--- src/rtl/csa_pipe_adder.sv ---
// Pipelined carry-select adder; optional subtract mode via CSA_PIPE_SUB_EN (adds sub_i port).
// Latency: STAGES cycles from accept to valid_o; one beat per cycle sustained.
// Backpressure: ready_o ripples combinationally from ready_i back through the stage chain.
module csa_pipe_adder #(
  parameter int WIDTH  = 64,
  parameter int BLOCK  = 8,
  parameter int STAGES = 2
) (
  input  logic             clk_i,
  input  logic             rst_i,
  input  logic             valid_i,
  output logic             ready_o,
  input  logic [WIDTH-1:0] num1_i,
  input  logic [WIDTH-1:0] num2_i,
  input  logic             carry_i,
`ifdef CSA_PIPE_SUB_EN
  input  logic             sub_i,
`endif
  output logic             valid_o,
  input  logic             ready_i,
  output logic [WIDTH-1:0] sum_o,
  output logic             carry_o
);

  localparam int SEGS = WIDTH / BLOCK;
  localparam int NSEG = SEGS / STAGES;
  localparam logic [BLOCK:0] ONE = (BLOCK+1)'(1);

  // acc holds resolved sum bits below the stage boundary and untouched A bits above it
  typedef struct packed {
    logic [WIDTH-1:0] acc;
    logic [WIDTH-1:0] b;
    logic             c;
  } stage_t;

  stage_t            st_q [STAGES];
  stage_t            st_d [STAGES];
  logic [STAGES-1:0] v_q;
  logic [STAGES-1:0] adv;
  logic [STAGES-1:0] unld;
  logic              sub_en;

`ifdef CSA_PIPE_SUB_EN
  assign sub_en = sub_i;
`else
  assign sub_en = 1'b0;
`endif

  // Walk from the output back so each stage sees whether its successor is draining
  always_comb begin : handshake
    logic pass;
    logic vin;
    adv  = '0;
    unld = '0;
    pass = v_q[STAGES-1] & ready_i;
    for (int k = STAGES-1; k >= 0; k--) begin
      vin     = (k == 0) ? valid_i : v_q[(k == 0) ? 0 : k-1];
      unld[k] = pass;
      adv[k]  = vin & (~v_q[k] | pass);
      pass    = adv[k];
    end
  end

  assign ready_o = ~v_q[0] | unld[0];

  always_comb begin : datapath
    stage_t         cur;
    logic [BLOCK:0] s0;
    logic [BLOCK:0] s1;
    logic [BLOCK:0] pick;
    logic           c;
    int             base;
    for (int k = 0; k < STAGES; k++) begin
      if (k == 0) begin
        cur.acc = num1_i;
        cur.b   = sub_en ? ~num2_i : num2_i;
        cur.c   = sub_en ? 1'b1 : carry_i;
      end else begin
        cur = st_q[(k == 0) ? 0 : k-1];
      end
      c = cur.c;
      for (int s = 0; s < NSEG; s++) begin
        base = (k * NSEG + s) * BLOCK;
        s0   = {1'b0, cur.acc[base +: BLOCK]} + {1'b0, cur.b[base +: BLOCK]};
        s1   = {1'b0, cur.acc[base +: BLOCK]} + {1'b0, cur.b[base +: BLOCK]} + ONE;
        pick = c ? s1 : s0;
        cur.acc[base +: BLOCK] = pick[BLOCK-1:0];
        c = pick[BLOCK];
      end
      cur.c   = c;
      st_d[k] = cur;
    end
  end

  always_ff @(posedge clk_i) begin
    if (rst_i) begin
      v_q <= '0;
      for (int k = 0; k < STAGES; k++) begin
        st_q[k] <= '0;
      end
    end else begin
      for (int k = 0; k < STAGES; k++) begin
        if (adv[k]) begin
          st_q[k] <= st_d[k];
          v_q[k]  <= 1'b1;
        end else if (unld[k]) begin
          v_q[k]  <= 1'b0;
        end
      end
    end
  end

  assign sum_o   = st_q[STAGES-1].acc;
  assign carry_o = st_q[STAGES-1].c;
  assign valid_o = v_q[STAGES-1];

endmodule
--- config.mk ---
export PLATFORM = sky130hd
export DESIGN_NAME = csa_pipe_adder
export DESIGN_NICKNAME = d
export VERILOG_FILES = /design/src/rtl/csa_pipe_adder.sv
export SDC_FILE = /design/constraint.sdc
export NUM_CORES = 1
export LEC_CHECK = 0
export BUFFER_PORTS_ARGS = -buffer_cell sky130_fd_sc_hd__buf_2
export CORE_UTILIZATION = 60
export CTS_BUF_LIST = sky130_fd_sc_hd__clkbuf_4 sky130_fd_sc_hd__clkbuf_8 sky130_fd_sc_hd__clkbuf_16
export DETAILED_ROUTE_END_ITERATION = 10
export PLACE_DENSITY_LB_ADDON = 0.12
export SLEW_MARGIN = 20
export SYNTH_ARGS = -nofsm -noshare
export SYNTH_HDL_FRONTEND = slang
export SYNTH_SLANG_ARGS = --single-unit
--- constraint.sdc ---
create_clock -name clk_i -period 9.8 [get_ports clk_i]
set_clock_uncertainty 0.05 [all_clocks]
set_input_delay 1.47 -clock clk_i [delete_from_list [all_inputs] [get_ports clk_i]]
set_output_delay 1.47 -clock clk_i [all_outputs]
set_load 0.02 [all_outputs]
## Word level (Yosys, flattened, before mapping)

Memories as Yosys holds them, arrays and structs flattened.
Cells that the tools add are included.

- Bits in registers: 2
- RAM bits: 258
- Memories kept: 1

- Add/subtract/negate cells: 16
- Multiplexer cells: 22
- Bitwise operators: 9
- Reductions and logical operators: 2

Memories:

| name | depth | bits a word | read ports | clocked after memory_dff | write ports | RTL line | source |
|---|---|---|---|---|---|---|---|
| st_q | 2 | 129 | 2 | 0 | 2 | 36 | `stage_t st_q [STAGES];` |

Operators with widths:

| operator | number |
|---|---|
| 129-bit 2-to-1 mux | 2 |
| 8-bit by 8-bit adder with 9-bit output | 8 |
| 9-bit by 1-bit adder with 9-bit output (second input constant) | 8 |
| 9-bit 2-to-1 mux | 8 |
| 1-bit 2-to-1 mux | 12 |
| 1-bit bitwise OR | 4 |
| 2-bit nonzero test | 2 |
| 1-bit AND | 3 |
| 1-bit inverter | 2 |

## Longest topological paths before layout

- Word-level depth: 9
- Depth in mapped cells: 14
- Mapped depth without buffers: 13

## Least setup slack after synthesis

OpenSTA, ideal clock, no wires.

- Path kind: in2reg
- Start point: in ready_i
- End point: mem st_q[0][129] (netlist name) (enable)
- Setup time: 0.501 ns
- Arrival: 4.546 ns
- Required time: 9.249 ns
- Path slack: 4.703 ns
- Cell stages on the path: 2
- Path buffers: 0
- Path through: nor2b_1 o21bai_1

RTL lines:

| item | RTL line | source |
|---|---|---|
| start, declared | 20 | `input logic ready_i,` |
| end, declared | 36 |  |

==> run metrics <==
largest net degree at the start of global routing=67; die width=about 130 µm; Port Buf Inserts=199; vias in the first global route=6,575; clock sinks=164; met1 usage=26.8%; via count=7,152; Tmin final=a little under 5 ns; total track usage=a little over a fifth; setup TNS=0 ns; Max rail drop VDD=0.124 mV; average size of a mapped cell=11.0 µm²; core area=around 17,000 µm²; outcome=completed; PD cells=170 nW/µm²; Initial DRC Count=312; Final nets=1,309; Root Driver=clkbuf_16; Syn Inst Count=slightly below 1,000; Starting Density=61.1%; cts hold-fix bufs=0; fraction of layout cells with a size suffix above 1=23.3%; Syn Std Cell Area=10,500 µm²; DRT Wirelength=19,100 µm; cell taking the most area after synthesis=edfxtp_1; final setup vio count=0; # DRC=0; Ports=200; post-synthesis cell type count=69; Sequential Power Share=42.6%; Worst-path clk slew=0.06 ns; worst endpoint required time=9.93 ns; M2 GR Usage=36.3%; Most Crowded Layer GR=met2; Clock Power Share=between 30% and 40%; switching share of power=27.7%; unrepaired setup endpoints after global routing=false; die area=18,100 µm²; Post-CTS Resized=0; Crit. End Element=flop; Power Internal=0.00147 W; total gr overflow=0; combinational power share=22.7%; DP Cell Count=1,302; CP Launch Type=primary input; fraction of the yosys area taken by sequential cells=46.5%; Rows=48; # fillers=between 1,000 and 1,500; final period utilization=between 50% and 60%; initial antenna violation count=3; Final ANT Viol Nets=0; Primary FF master, synth=edfxtp_1; CTS tree=yes; Post-synth EDFFs=162; Yosys top cell area share=46.2%; WS Path Type=primary input to flop; global routing usage on met3=3.34%; Finished Layout Cells=1,337; Hold WC Path Type=flop to flop; worst slew pin tran=0.917 ns; H-tree depth=4; leakage=5.19 nW; Synth async-reset ratio=0%; first-pass GRT wire length=between 30,000 and 40,000 µm; CTS buffer count=17; number of synthesized register bits=roughly 160; fmax=approximately 200 MHz; Hold Fails Final Rpt=0; Max Cap Viol=0; Initial DRT Pass Iterations=5; Max Slew Vio Count=0; WP data arrival=5.06 ns; YS warnings=0; Die Y=135 µm; sw power=0.000563 W; post-detail-place hpwl=14,400 µm; most common cell in the netlist=edfxtp_1; Crit Path Max Fanout=12; Synth top cells by count=edfxtp_1, and2_1, nor2_1, ha_1, buf_4; Clock Path Buffers=2; setup bufs post-CTS=0; Worst-Skew Late Latency=0.43 ns; Area Overhead vs Synth=13.3%; relative slew slack=38.7%; Vias/cell=5.35; routability cong.=0.867; Area contributors post-synth=edfxtp_1, ha_1, and2_1; WL/cell=14.3 µm; Syn Nets=1,174
cells in the final DEF, fill, tap and decap left out, types with 4 or more instances in the layout:
cell type    n
buf_2      199
nor2b_1      7
nand3_1     16
and3_1       9
inv_1       34
nand2b_1     6
nand2_1     29
and2_1     107
buf_4        4
nor3_1      16
or2_2        7
xnor2_1     54
and4_1       4
clkbuf_16   17
edfxtp_1   162
a21o_1      18
nor2_1      74
nand4_1     10
nand4b_1     6
o21a_1       8
fa_1         8
a21oi_1     55
o21ai_0     32
xor2_1      30
o21bai_1     9
or3_1       12
a211o_1      5
bufinv_16    4
mux2i_1     12
ha_1        72
a211oi_1    11
power by group through the flow:
stage,combinational (W),sequential [W],clock (W)
after floorplan,0.000377,0.000880,0
after global placement,0.000449,0.000880,0
after detailed placement,0.000459,0.000882,0
after CTS,0.000463,0.000867,0.000715
after global routing,0.000513,0.000873,0.000741
final,0.000462,0.000866,0.000704
flip-flops by register name, summed over array words and instances (netlist names):
register,cells
st_q,162
v_q,2
critical path, cell delays in order:
cell and delay, ns:
buf_2 0.10, ha_1 0.23, fa_1 0.43, a211oi_1 0.23, nor2_1 0.09, nor4_1 0.39
nand3b_1 0.22, or4_4 0.55, and2_4 0.22, a32oi_4 0.43, a21oi_2 0.17, or3_1 0.41
mux2i_1 0.12
metrics by stage:
stage                     utilization [%]  area [µm²]  hold WS, ns  setup slack [ns]  power (W)
after floorplan                         -       10500        0.428              4.70    0.00126
after global placement               65.5       11300        0.448              4.59    0.00133
after detailed placement             65.5       11300        0.454              4.49    0.00134
after CTS                            69.2       11900        0.465              4.91    0.00205
after global routing                 69.3       11900        0.476              4.66    0.00213
final                                69.3       11900        0.465              4.87    0.00203
kinds of logic (layout without fill, tap and decap cells):
kind of cell,count (synthesis),in the layout,synth area share (%)
AO/OA/AOI/OAI,171,171,10.9
XOR/XNOR,86,86,7.29
adder cells (fa/ha/maj),80,80,10.1
buffers and inverters,121,269,6.71
flip-flops,164,164,46.5
multiplexers,12,12,1.14
other,0,3,0
AND/OR/NAND/NOR,327,327,17.4
cell type report:
type,count,area (µm²),area share (%)
well taps,225,282,2.36
diodes,3,7.51,0.0629
clock inverters,15,204,1.71
repair buffers,203,1030,8.59
inverters,34,128,1.07
clock buffers,17,425,3.56
flip-flops and latches,164,4900,41.1
multi-input cells,676,4960,41.6
worst paths after layout:
path | startpoint | end | slack (ns) | cells after the start
setup reg to reg | st_q[0][33] | st_q[0][129] | 5.53 | 12
setup / recovery | num1_i[0] | st_q[0][94] | 4.87 | 13
hold reg to reg | st_q[0][66] | st_q[0][195] | 0.46 | 1
hold / removal | st_q[0][66] | st_q[0][195] | 0.46 | 1
routing by layer:
metal,routed length (µm),share of wire (%)
met3,707,3.7
met2,9100,48
met4,746,3.9
met1,8570,45
met5,0,0
Note: power is estimated with default switching activity, not from simulation.
